--- config.mk ---
export PLATFORM = sky130hd
export DESIGN_NAME = fifo_read_drain
export DESIGN_NICKNAME = d
export VERILOG_FILES = /design/src/rtl/fifo_read_drain.sv
export SDC_FILE = /design/constraint.sdc
export NUM_CORES = 1
export LEC_CHECK = 0
export ABC_AREA = 1
export BUFFER_PORTS_ARGS = -buffer_cell sky130_fd_sc_hd__buf_2
export CAP_MARGIN = 20
export CELL_PAD_IN_SITES_DETAIL_PLACEMENT = 0
export CELL_PAD_IN_SITES_GLOBAL_PLACEMENT = 1
export CORE_UTILIZATION = 38
export CTS_CLUSTER_SIZE = 20
export DETAILED_ROUTE_END_ITERATION = 10
export GPL_TIMING_DRIVEN = 0
export PLACE_DENSITY = 0.88
export SYNTH_ARGS = -nofsm -noshare
export SYNTH_HDL_FRONTEND = slang
export SYNTH_SLANG_ARGS = --single-unit
--- constraint.sdc ---
create_clock -name rd_clk -period 2.1 [get_ports rd_clk]
set_input_delay 0.105 -clock rd_clk [delete_from_list [all_inputs] [get_ports rd_clk]]
set_output_delay 0.105 -clock rd_clk [all_outputs]
set_load 0.01 [all_outputs]
--- src/rtl/fifo_read_drain.sv ---
// fifo_read_drain
//   Drains a FIFO read port into a valid/ready stream. One read per cycle,
//   read data arrives one rd_clk later and lands in a 2-entry skid buffer, so
//   back-pressure never loses a word that is already in flight.
//
//   Optional feature: define FIFO_READ_DRAIN_CNT_EN to count delivered words
//   on rd_count (wraps modulo 2^CNT_WIDTH). Without it rd_count is tied to 0.
//
// Ports
//   rd_clk, reset          clock, async active-high reset
//   enable                 high = keep reading, low = stop reads and flush
//   fifo_empty             FIFO empty flag (gates rd_en)
//   fifo_almost_empty      registered onto low_water
//   data_out [DATA_WIDTH]  FIFO read data, valid one cycle after rd_en
//   rd_en                  FIFO read strobe (combinational)
//   m_valid/m_data/m_ready downstream stream
//   busy                   not IDLE, or words buffered / in flight
//   low_water              fifo_almost_empty delayed one cycle
//   rd_count [CNT_WIDTH]   delivered word count
module fifo_read_drain #(
  parameter int DATA_WIDTH = 32,
  parameter int CNT_WIDTH  = 16
) (
  input  logic                  rd_clk,
  input  logic                  reset,
  input  logic                  enable,
  input  logic                  fifo_empty,
  input  logic                  fifo_almost_empty,
  input  logic [DATA_WIDTH-1:0] data_out,
  output logic                  rd_en,
  output logic                  m_valid,
  output logic [DATA_WIDTH-1:0] m_data,
  input  logic                  m_ready,
  output logic                  busy,
  output logic                  low_water,
  output logic [CNT_WIDTH-1:0]  rd_count
);

  typedef enum logic [1:0] {IDLE, RUN, FLUSH} state_t;

  state_t                state_q, state_d;
  logic [1:0]            occ_q, occ_d;
  logic                  pend_q, pend_d;
  logic [DATA_WIDTH-1:0] buf0_q, buf0_d;   // oldest word
  logic [DATA_WIDTH-1:0] buf1_q, buf1_d;
  logic                  low_water_q;
  logic                  pop;
  logic [2:0]            committed;

  assign pop       = (occ_q != 2'd0) && m_ready;
  // Words that will occupy the buffer after this edge, before any new read.
  assign committed = {1'b0, occ_q} + {2'b00, pend_q};
  assign rd_en     = (state_q == RUN) && !fifo_empty &&
                     (committed < (3'd2 + {2'b00, pop}));

  assign m_valid   = (occ_q != 2'd0);
  assign m_data    = buf0_q;
  assign busy      = (state_q != IDLE) || (occ_q != 2'd0) || pend_q;
  assign low_water = low_water_q;

  always_comb begin
    state_d = state_q;
    case (state_q)
      IDLE:    if (enable) state_d = RUN;
      RUN:     if (!enable) state_d = FLUSH;
      FLUSH: begin
        if (enable)                                state_d = RUN;
        else if ((occ_q == 2'd0) && !pend_q)       state_d = IDLE;
      end
      default: state_d = IDLE;
    endcase
  end

  // Skid buffer: capture of the in-flight word and pop can share an edge.
  always_comb begin
    pend_d = rd_en;
    occ_d  = occ_q;
    buf0_d = buf0_q;
    buf1_d = buf1_q;
    case ({pend_q, pop})
      2'b01: begin
        buf0_d = buf1_q;
        occ_d  = occ_q - 2'd1;
      end
      2'b10: begin
        if (occ_q == 2'd0) buf0_d = data_out;
        else               buf1_d = data_out;
        occ_d = occ_q + 2'd1;
      end
      2'b11: begin
        if (occ_q == 2'd1) begin
          buf0_d = data_out;
        end else begin
          buf0_d = buf1_q;
          buf1_d = data_out;
        end
      end
      default: ;
    endcase
  end

  always_ff @(posedge rd_clk or posedge reset) begin
    if (reset) begin
      state_q     <= IDLE;
      occ_q       <= 2'd0;
      pend_q      <= 1'b0;
      buf0_q      <= '0;
      buf1_q      <= '0;
      low_water_q <= 1'b0;
    end else begin
      state_q     <= state_d;
      occ_q       <= occ_d;
      pend_q      <= pend_d;
      buf0_q      <= buf0_d;
      buf1_q      <= buf1_d;
      low_water_q <= fifo_almost_empty;
    end
  end

`ifdef FIFO_READ_DRAIN_CNT_EN
  logic [CNT_WIDTH-1:0] cnt_q, cnt_d;

  assign cnt_d    = cnt_q + CNT_WIDTH'(pop);
  assign rd_count = cnt_q;

  always_ff @(posedge rd_clk or posedge reset) begin
    if (reset) cnt_q <= '0;
    else       cnt_q <= cnt_d;
  end
`else
  assign rd_count = '0;
`endif

endmodule

# Word-level counts from Yosys, hierarchy flattened
# Index checks and enable logic that the tools add are counted.
# totals
regBits,70
latch_bits,0
mem_bits_rw,0
mem_bits_ro,0
in_bits,38
out_inout_bits,52
wordCells,53
n_memories,0
# op_classes
add_sub_neg,4
n_mul,0
div_mod_pow,0
order_cmp,1
eq_ne,12
shift,0
muxes,12
bitwise_logic,0
reduce_logical,18
# ops
op,n
$mux 32,4
$pmux 32 s3,1
$pmux 32 s2,1
$ne 2x2->1 const B,5
$mux 2,4
$reduce_bool 2->1,4
$eq 2x1->1 const B,3
$eq 2x2->1 const B,3
$pmux 2 s3,1
$reduce_and 3->1,2
$logic_and 1x1->1,4
$logic_not 2->1,2
$pmux 2 s2,1
$add 2x1->3,1
$add 2x1->3 const A,1
$lt 3x3->1,1
$ne 3x3->1 const B,1
$reduce_bool 3->1,1
$add 2x1->2 const B,1
$logic_not 1->1,2
$logic_or 1x1->1,2
$reduce_and 2->1,1
$sub 2x1->2 const B,1

# Depth between registers and ports, before layout
# Gate-level depths: netlist (run 1).
# depth
ltp_word,5
depth_mapped,13
ltp_nobuf,12

# Worst setup path before layout (run 1)
# No wires, ideal clock.
# synth_path
path_type,reg2reg
start,register occ_q[0]
end,register buf0_q[0] (netlist: m_data[0])
arrival_ns,1.726
path_slack_ns,0.257
stages_incl_launch_ff,13
path_buffers,1
period_less_slack_ns,1.843
cell_sequence,dfrtp_1 inv_1 ha_1 inv_1 nand2_1 ha_1 nor2_2 buf_2 nor2_1 nand2_1 nand2_1 nand2_1 nand2_1
# synth_via
elab_chain_len,5
elab_cells_between_ends,12
# synth_rtl
element,line_no,rtl
from (decl),42,"logic [1:0] occ_q, occ_d;"
from (signal assigned),105,occ_q <= 2'd0;
from (signal assigned),112,occ_q <= occ_d;
$reduce_bool 2->1,50,assign pop = (occ_q != 2'd0) && m_ready;
$logic_and 1x1->1,50,
$eq 2x2->1 or $eq 2x1->1 (tied branches),80,"case ({pend_q, pop})"
$ne 2x2->1 (no line) or $reduce_bool 3->1 (tied branches),--,
$reduce_and 2->1 (no line),--,
to (signal assigned),114,buf0_q <= buf0_d;
to (decl),44,"logic [DATA_WIDTH-1:0] buf0_q, buf0_d;"
# Several ways; a longest one is shown, not always the timed one.
# A chain may end at the register's enable or synchronous reset.

# Worst setup path after layout (run 1)
# layout_path
start,register occ_q[0]
end,register buf1_q[2]
# layout_via
elab_chain_len,5
elab_cells_between_ends,11
# layout_rtl
element,line_no,rtl
$reduce_bool 2->1,50,
$logic_and 1x1->1,50,
$eq 2x2->1,80,
$ne 2x2->1 (no line) or $reduce_bool 2->1 (tied branches),--,
$reduce_and 3->1 (no line),--,
to (signal assigned),115,buf1_q <= buf1_d;
to (decl),45,"logic [DATA_WIDTH-1:0] buf1_q, buf1_d;"
# Several ways; a longest one is shown, not always the timed one.

==> flow_summary.toml, run 1 <==
[finish]
area_growth_pct = 28.20
drive_gt1_share_pct = 25.75
antenna_cells = 0
final_nets = 643
final_area_mm2 = 0.004573

[setup_path]
slowest_stage = "dfrtp_2"
worstPathRequired_ns = 2.33
crit_fanout = 8
critPathArrivalTime_ns = 2.17
cp_num_buf_inv = 4
slowest_delay_ns = 0.43
path_delay_family = "simple AND/OR/NAND/NOR gates"
endpoint_kind = "flop"
cp-start-kind = "flop"
worstPathCellList = "inv_2 > ha_2 > inv_1 > nand2_2 > inv_1 > ha_4 > nand2_2 > nand3_4 > clkbuf_16 > nand2_1 > o21ai_1"
crit_type = "flop to flop"

[job]
maxCapViolations = 0

[yosys]
avgSynthCellArea_um2 = 7.432
synth-edff-count = 0
ys_warn_count = 0
synthDistinctLibCells = 21
ys_seq_area_share_pct = 49.11
async_reset_ff_share_pct = 100.0
synth-main-ff-cell = "dfrtp_1"
synth.area.top_cells = "dfrtp_1 (49%), nand2_1 (22%), inv_1 (4.5%)"
synth_top_cell_by_area = "dfrtp_1"
syn_inst = 480
ys_ff_latch = 70
synth_area_mm2 = 0.003567
synth_top_area_share_pct = 49.11

[route]
first_iter_violations = 186
drc = 0
first_pass_iters = 4
vias_per_cell = 4.568
dr_total_vias = 3225
wl_um = 8837
drt-wirelength-per-cell_um = 12.52
ant_nets = 0

[global_route]
grt_pass1_wl_um = 14150
grtUsageMet1_pct = 25.48
antenna_found_initial = 0
overflow = 0
grt_pass1_vias = 3017
top_usage_layer = "met2"
grt_max_degree = 71
use_met3_pct = 3.191
met2_usage_pct = 29.16
grt_use_total_pct = 18.39

[floorplan]
start_util_pct = 40.12
dieArea_mm2 = 0.009779
coreArea_mm2 = 0.008891
die_w_um = 98.89
die_height_um = 98.89
rows = 34
boundaryPins = 90

[run_status]
status = "completed"

[timing]
drv_slew = 0
worst_pin_slew_ns = 0.8602
fmax_mhz = 514.5
max_slew_margin_pct = 42.65
skew_ns = 0.008206
hold_viol = 0
finalSetupViolCount = 0
fin_crit_sh_pct = 92.55
timing.setup.tns_ns = 0
final.min_clock_period_ns = 1.943

[place]
place.gp.congestion = 0.8028
io_buffers = 73
dp_hpwl_um = 5874
placed_area_mm2 = 0.004126

[clocking]
clkLatencyLatePin_ns = 0.34
cts.htree.levels = 3
clk_pin_slew_ns = 0.07
cts-root-buf = "clkbuf_8"
cts_tree = "yes"
cts_buffers = 9
clock_path_buffers = 2
cts_sinks = 70

[pwr]
p_leak_uw = 0.002697
p_per_area_mw_per_mm2 = 1199
vdd_drop_max_mv = 0.5621

[worst_hold_path]
min_path_type = "input pin to flop"
==> logic make-up (layout without fill, tap and decap cells) <==
family,Yosys count,count (layout),synth area share [%]
AO/OA/AOI/OAI,39,39,5.577
XOR/XNOR,1,1,0.2456
adder cells (fa/ha/maj),9,9,3.157
buffers and inverters,85,187,11.33
flip-flops,70,70,49.11
other,1,16,0.1051
AND/OR/NAND/NOR,275,276,30.48
==> final timing paths <==
check                           startpoint         end  slack, ns  cells after the start
max in group asynchronous            reset  m_data[20]       1.02                      3
worst min register to register  m_data[13]  m_data[13]       0.48                      2
worst max register to register    occ_q[0]   buf1_q[2]       0.16                     11
min in group asynchronous            reset  m_data[15]       0.48                      3
worst max-delay path              occ_q[0]   buf1_q[2]       0.16                     11
worst min-delay path            fifo_empty      pend_q       0.01                      4
==> flip-flops by register name, summed over array words and instances (netlist names) <==
register and cells:
buf1_q 32, m_data 32, occ_q 2, state_q 2, low_water 1, pend_q 1
==> worst register-to-register path, stage by stage, from the launching register on <==
cell and delay, ns:
dfrtp_2 0.43, inv_2 0.07, ha_2 0.18, inv_1 0.07
nand2_2 0.11, inv_1 0.08, ha_4 0.19, nand2_2 0.15
nand3_4 0.22, clkbuf_16 0.23, nand2_1 0.05, o21ai_1 0.06
==> synthesized netlist by cell type, types with 2 or more instances <==
master / instances
a21oi_1: 3
buf_2: 20
buf_4: 16
clkbuf_1: 4
dfrtp_1: 70
ha_1: 9
inv_1: 43
inv_2: 2
nand2_1: 205
nand3_1: 32
nor2_1: 33
o21ai_0: 3
o21ai_1: 32
==> stage by stage <==
step                      power [uW]  hold WS [ns]  setup slack [ns]  std cells  utilization, %
after global placement          4274        0.2150           -0.6248        676           46.38
final                           5485       0.01249            0.1565        706           51.44
after global routing            5958      0.009019          -0.01337        706           51.44
after CTS                       5285      0.002027          -0.02967        692           48.87
after floorplan                 3653        0.1364            0.2268        495               -
after detailed placement        4342        0.2150           -0.1906        676           46.41
==> metal layers <==
metal	part of all wire, %	vias up
li1	-	1660
met1	49	1458
met2	44	97
met3	5.8	10
met4	1.4	0
met5	0	-
==> layout make-up <==
| type | instances | area [um^2] |
|---|---|---|
| timing repair buffer | 89 | 525.5 |
| clock buffer | 10 | 127.6 |
| buffer | 40 | 325.3 |
| inverter | 45 | 171.4 |
| clock inverter | 3 | 15.01 |
| sequential | 70 | 1753 |
| multi-input combinational | 341 | 1520 |
| tap | 108 | 135.1 |
| fill | 894 | 4318 |
==> cell usage in the layout (no fill, tap or decap), types with 2 or more instances in the layout <==
| cell | instances |
|---|---|
| dlygate4sd3_1 | 3 |
| nand2_1 | 200 |
| o21ai_1 | 32 |
| buf_6 | 9 |
| a21oi_1 | 3 |
| nand2_2 | 5 |
| conb_1 | 16 |
| buf_2 | 79 |
| clkinv_2 | 3 |
| buf_4 | 31 |
| clkbuf_8 | 9 |
| o21ai_0 | 3 |
| nor2_1 | 33 |
| buf_8 | 2 |
| dfrtp_1 | 69 |
| ha_1 | 6 |
| clkbuf_1 | 4 |
| nand3_1 | 32 |
| inv_2 | 4 |
| ha_2 | 2 |
| clkbuf_16 | 2 |
| inv_1 | 40 |
==> power by group <==
part / switching [uW] / internal, uW
registers: 305 / 1900
clock network: 476 / 403
logic: 1370 / 1030
total: 2150 / 3340
==> repair_timing <==
item | CTS | global route
pin swaps | 0 | 2
gates resized for setup | 16 | 34
hold buffers | 3 | 0
buffers inserted | 0 | 9
setup endpoints to repair | 62 | 65
cloned | 0 | 5
hold endpoints to repair | 54 | 0
Power figures use the tool's default switching activity.
==> run 2: changes to the inputs <==
CTS_BUF_LIST = sky130_fd_sc_hd__clkbuf_16   (was unset)
==> run 2 against run 1 <==
  * The run now ends with hold timing left
  * Total power increased by 6.8%
  * Sequential power about the same
  * Non-clock buffer count decreased by 7
  * Via count increased by 0.19%
  * First-iteration DRC count increased by 16%
  * Utilization increased by 0.51 points
  * Critical endpoint is now buf1_q[4]
==> flow_summary.toml, run 2 (synthesized netlist as in run 1, its figures left out) <==
[finish]
layout_common_cells = "nand2_1 (200), buf_2 (80), dfrtp_1 (69)"
drive_gt1_share_pct = 24.87
final_common_cell = "nand2_1"
final_nets = 636
area_growth_pct = 29.46
antenna_cells = 0
final_area_mm2 = 0.004618
fill_cells = 876

[floorplan]
rows = 34
boundaryPins = 90
dieArea_mm2 = 0.009779
die_w_um = 98.89
coreArea_mm2 = 0.008891
start_util_pct = 40.12
die_height_um = 98.89

[job]
maxCapViolations = 0

[route]
first_pass_iters = 4
ant_nets = 0
dr_total_vias = 3231
first_iter_violations = 215
drc = 0
vias_per_cell = 4.622
wl_um = 8819
drt-wirelength-per-cell_um = 12.62

[pwr]
seqPwrFrac_pct = 37.7
finalPower_uw = 5857
p_leak_uw = 0.002725
p_int_uw = 3666
vdd_drop_max_mv = 0.5307
clkPwrFrac_pct = 22.0
p_comb_share_pct = 40.3
p_per_area_mw_per_mm2 = 1268
sw_frac_of_total_pct = 37.42
p_switching_uw = 2192

[global_route]
overflow = 0
grt_use_total_pct = 18.45
grt_max_degree = 71
grt_pass1_vias = 3026
grt_pass1_wl_um = 14210
antenna_found_initial = 0

[clocking]
cts.htree.levels = 3
clkLatencyLatePin_ns = 0.32
cts_tree = "yes"
clk_pin_slew_ns = 0.06
cts-root-buf = "clkbuf_16"
cts_buffers = 9
clock_path_buffers = 2
cts_sinks = 70

[setup_path]
crit_type = "flop to flop"
reg2reg_slack_ns = 0.12
critPathLaunch = "occ_q[0]"
critPathArrivalTime_ns = 2.19
r2r-start = "occ_q[0]"
reg2reg_to = "buf1_q[4]"
cp-start-kind = "flop"
worstPathRequired_ns = 2.31
crit_end = "buf1_q[4]"
ff2ff_path_depth = 13
crit_fanout = 10
endpoint_kind = "flop"

[timing]
worst_pin_slew_ns = 0.8676
final.min_clock_period_ns = 1.978
drv_slew = 0
whs_ns = -0.05801
max_slew_margin_pct = 42.16
fmax_mhz = 505.6
fin_crit_sh_pct = 94.18
hold_viol = 45
skew_ns = 0.007324
finalSetupViolCount = 0

[place]
dp_hpwl_um = 5874
io_buffers = 73
placed_area_mm2 = 0.004126
place.gp.congestion = 0.8028

[run_status]
violations = "hold timing"
status = "finished, violations left"

[worst_hold_path]
min_path_type = "input pin to async pin"
## run 2: final cells by class
type	count	area, um^2	share of cell area, %
Clock inverter	4	18.77	0.4064
Timing Repair Buffer	82	460.4	9.970
Buffer	40	321.6	6.963
Sequential cell	70	1753	37.96
Multi-Input combinational cell	341	1530	33.13
Clock buffer	9	225.2	4.877
Inverter	45	173.9	3.766
Tap cell	108	135.1	2.926
## run 2: critical path: stages, from the launching register on
cell and delay [ns]:
dfrtp_2 0.38, inv_1 0.07, ha_1 0.22, inv_1 0.10
nand2_2 0.10, inv_1 0.10, ha_4 0.19, nor2_4 0.05
buf_12 0.14, inv_4 0.08, nand3_4 0.11, buf_6 0.18
nand2_1 0.07, o21ai_1 0.07
## run 2: worst min-delay path by stage
stage / start / cells past startpoint / slack (ns) / endpoint
3_5_place_dp: fifo_almost_empty / 1 / 0.22 / low_water
3_3_place_gp: fifo_almost_empty / 1 / 0.22 / low_water
5_1_grt: enable / 3 / 0.02 / state_q[0]
4_1_cts: enable / 3 / 0.003 / state_q[0]
2_1_floorplan: fifo_almost_empty / 0 / 0.14 / low_water
6_report: reset / 2 / -0.06 / m_data[15]
## run 2: per-layer routing
metal / global-route usage [%] / up-vias / share of wire [%]
met5: 0 / - / 0
met4: 4.133 / 0 / 0.69
met1: 25.39 / 1452 / 48
li1: - / 1652 / -
met3: 4.468 / 8 / 6.8
met2: 29.48 / 119 / 44
## run 2: repair_timing
item | 4_1_cts | 5_1_grt
cloned | 0 | 4
setup endpoints to repair | 62 | 65
hold buffers | 1 | 0
endpoints found under the hold margin | 1 | 0
pin swaps | 0 | 1
gates resized for setup | 16 | 33
setup buffers | 0 | 5
## run 2: stage by stage
stage               hold WS [ns]  std cells  util [%]  setup WS (ns)  TNS (ns)
floorplan                 0.1364        495         -         0.2268         0
global placement          0.2150        676     46.38        -0.6248    -48.50
detailed placement        0.2150        676     46.41        -0.1906    -7.649
finish                  -0.05801        699     51.94         0.1223         0
global route             0.01565        699     51.94       -0.01211  -0.04769
CTS                     0.002978        690     49.79       -0.03906   -0.6650
## run 2: power groups by stage
stage	Clock, uW	Sequential, uW	Combinational [uW]
floorplan	0	2280	1370
global placement	0	2200	2070
detailed placement	0	2220	2120
CTS	1310	2210	2180
global route	1390	2280	2690
finish	1290	2210	2360
==> run 3: changes to the inputs <==
ABC_AREA = unset   (was 1)
CORE_MARGIN = 8   (was unset)
CORE_UTILIZATION = 40   (was 38)
PLACE_DENSITY = 0.87   (was 0.88)
SETUP_SLACK_MARGIN = 0.05   (was unset)
==> run 3 against run 2 <==
  * The flow now finishes without violations
  * Non-clock buffer count is 4 higher
  * Combinational power is 30% higher
  * Total power is 19% higher
  * Sequential cell count stayed put
  * Via count is 23% lower
  * Die area is 13% higher
  * Maximum frequency is 5.1% lower
==> flow_summary.toml, run 3 <==
[run_status]
status = "completed"

[route]
first_pass_iters = 4
first_iter_violations = 140
wl_um = 8678
drc = 0
ant_nets = 0
drt-wirelength-per-cell_um = 17.53
vias_per_cell = 5.046
dr_total_vias = 2498

[setup_path]
path_delay_family = "buffers and inverters"
worstPathRequired_ns = 2.30
slowest_stage = "dfrtp_2"
slowest_delay_ns = 0.42
crit_type = "flop to flop"
worstPathCellList = "inv_2 > ha_4 > nand2b_4 > inv_2 > ha_4 > a221oi_4 > buf_12 > clkbuf_16 > mux2_4"
reg2reg_slack_ns = 0.02
endpoint_kind = "flop"
crit_fanout = 8
cp_num_buf_inv = 4
cp-start-kind = "flop"
critPathArrivalTime_ns = 2.29

[floorplan]
start_util_pct = 41.26
die_w_um = 105.3
dieArea_mm2 = 0.01108
rows = 32
boundaryPins = 90
coreArea_mm2 = 0.007727
die_height_um = 105.3

[yosys]
async_reset_ff_share_pct = 100.0
synth-main-ff-cell = "dfrtp_1"
synth_top_area_share_pct = 54.95
synth_top_cell_by_area = "dfrtp_1"
yosys-top-cells-count = "dfrtp_1 (70), a21oi_1 (33), nor2_1 (33)"
synthDistinctLibCells = 28
avgSynthCellArea_um2 = 11.76
syn_inst = 271
synth-edff-count = 0
ys_warn_count = 0
yosysMostFrequentCell = "dfrtp_1"
ys_ff_latch = 70
synth.area.top_cells = "dfrtp_1 (55%), mux2_2 (11%), a32oi_1 (8.8%)"
synth_area_mm2 = 0.003188
ys_seq_area_share_pct = 54.95

[timing]
skew_ns = 0.006744
timing.setup.tns_ns = 0
rsz0062_at_grt = "true"
drv_slew = 0
fmax_mhz = 479.7
finalSetupViolCount = 0
timing.final.ws_setup_ns = 0.01536
final.min_clock_period_ns = 2.085
max_slew_margin_pct = 42.02
hold_viol = 0
worst_pin_slew_ns = 0.8697
fin_crit_sh_pct = 99.27

[place]
io_buffers = 73
place.gp.congestion = 0.7217
dp_hpwl_um = 5483
post-place-ws_ns = -0.2676

[clocking]
clock_path_buffers = 2
cts_tree = "yes"
cts-root-buf = "clkbuf_16"
cts_buffers = 9
cts.htree.levels = 3
cts_sinks = 70
clkLatencyLatePin_ns = 0.33
clk_pin_slew_ns = 0.06

[finish]
final_common_cell = "buf_2"
antenna_cells = 0
layout_common_cells = "buf_2 (76), dfrtp_1 (69), a21oi_1 (33), nor2_1 (33), buf_4 (27)"
drive_gt1_share_pct = 47.84
multiInputGateArea_mm2 = 0.001499
fill_cells = 660
area_growth_pct = 42.82
final_nets = 435
regArea_mm2 = 0.001753

[global_route]
overflow = 0
antenna_found_initial = 1
grt_pass1_vias = 2669
grt_pass1_wl_um = 13700
grt_use_total_pct = 15.27
grt_max_degree = 71

[worst_hold_path]
min_path_type = "input pin to flop"

[job]
maxCapViolations = 0

[pwr]
p_leak_uw = 0.002121
vdd_drop_max_mv = 0.6177
p_per_area_mw_per_mm2 = 1525
[run 3: repair_timing]
item | 4_1_cts | 5_1_grt
hold buffers | 4 | 0
endpoints found under the setup margin | 65 | 64
buffers inserted | 9 | 2
pin swaps | 0 | 3
gates cloned | 1 | 2
hold endpoints to repair | 19 | 0
resized for setup | 22 | 61
[run 3: worst reg2reg max path: cells and delay by family, from the launching register on]
kind | cells | cell delay (ns)
buf+inv | 4 | 0.49
flops | 1 | 0.42
compound gates | 1 | 0.31
fa+ha+maj | 2 | 0.30
mux | 1 | 0.30
simple gates | 1 | 0.15
[run 3: area by class of cell]
cell class | instances | area share [%]
inverters | 5 | 0.4672
multi-input cells | 176 | 32.92
clock inverters | 7 | 1.456
well taps | 102 | 2.803
flip-flops and latches | 70 | 38.50
clock buffers | 9 | 4.946
plain buffers | 35 | 6.210
repair buffers | 91 | 12.70
[run 3: per-stage QoR]
| stage | cell area [um^2] | util, % | power (uW) | hold slack, ns | std cells |
|---|---|---|---|---|---|
| after floorplan | 3283 | - | 4004 | 0.1364 | 286 |
| after global placement | 3776 | 48.87 | 4751 | 0.2132 | 461 |
| after detailed placement | 3779 | 48.90 | 4847 | 0.2153 | 461 |
| after CTS | 4284 | 55.44 | 6553 | 0.007716 | 491 |
| after global routing | 4553 | 58.92 | 7405 | 0.02772 | 495 |
| final | 4553 | 58.92 | 6945 | 0.02600 | 495 |
[run 3: layer usage]
metal / share of wire (%) / track usage, % / up-vias / wire length [um]
li1: - / - / 1194 / -
met1: 43 / 18.21 / 1230 / 3725
met2: 50 / 25.72 / 60 / 4356
met3: 5.8 / 4.507 / 12 / 507
met4: 0.91 / 5.097 / 2 / 79
met5: 0.12 / 0 / - / 10
[run 3: cell families after synthesis]
family	share of synthesized area, %
AO/OA/AOI/OAI	15.46
multiplexers	12.28
AND/OR/NAND/NOR	6.044
other	0.1176
adder cells (fa/ha/maj)	3.532
flip-flops	54.95
buffers and inverters	7.339
XOR/XNOR	0.2748
[run 3: worst paths after layout]
path                              from  cells past startpoint         end
max                           occ_q[0]                      9  buf1_q[12]
min                        data_out[6]                      2   buf1_q[6]
max reg2reg                   occ_q[0]                      9  buf1_q[12]
min reg2reg                 buf1_q[11]                      1  buf1_q[11]
max in group asynchronous        reset                      3    occ_q[0]
min in group asynchronous        reset                      3   m_data[1]
[run 3: where the power goes]
part	internal [uW]	leakage [uW]	switching (uW)
clock	910	0.000140	567
sequential	2030	0.000817	369
combinational	1570	0.00116	1500
total	4510	0.00212	2440
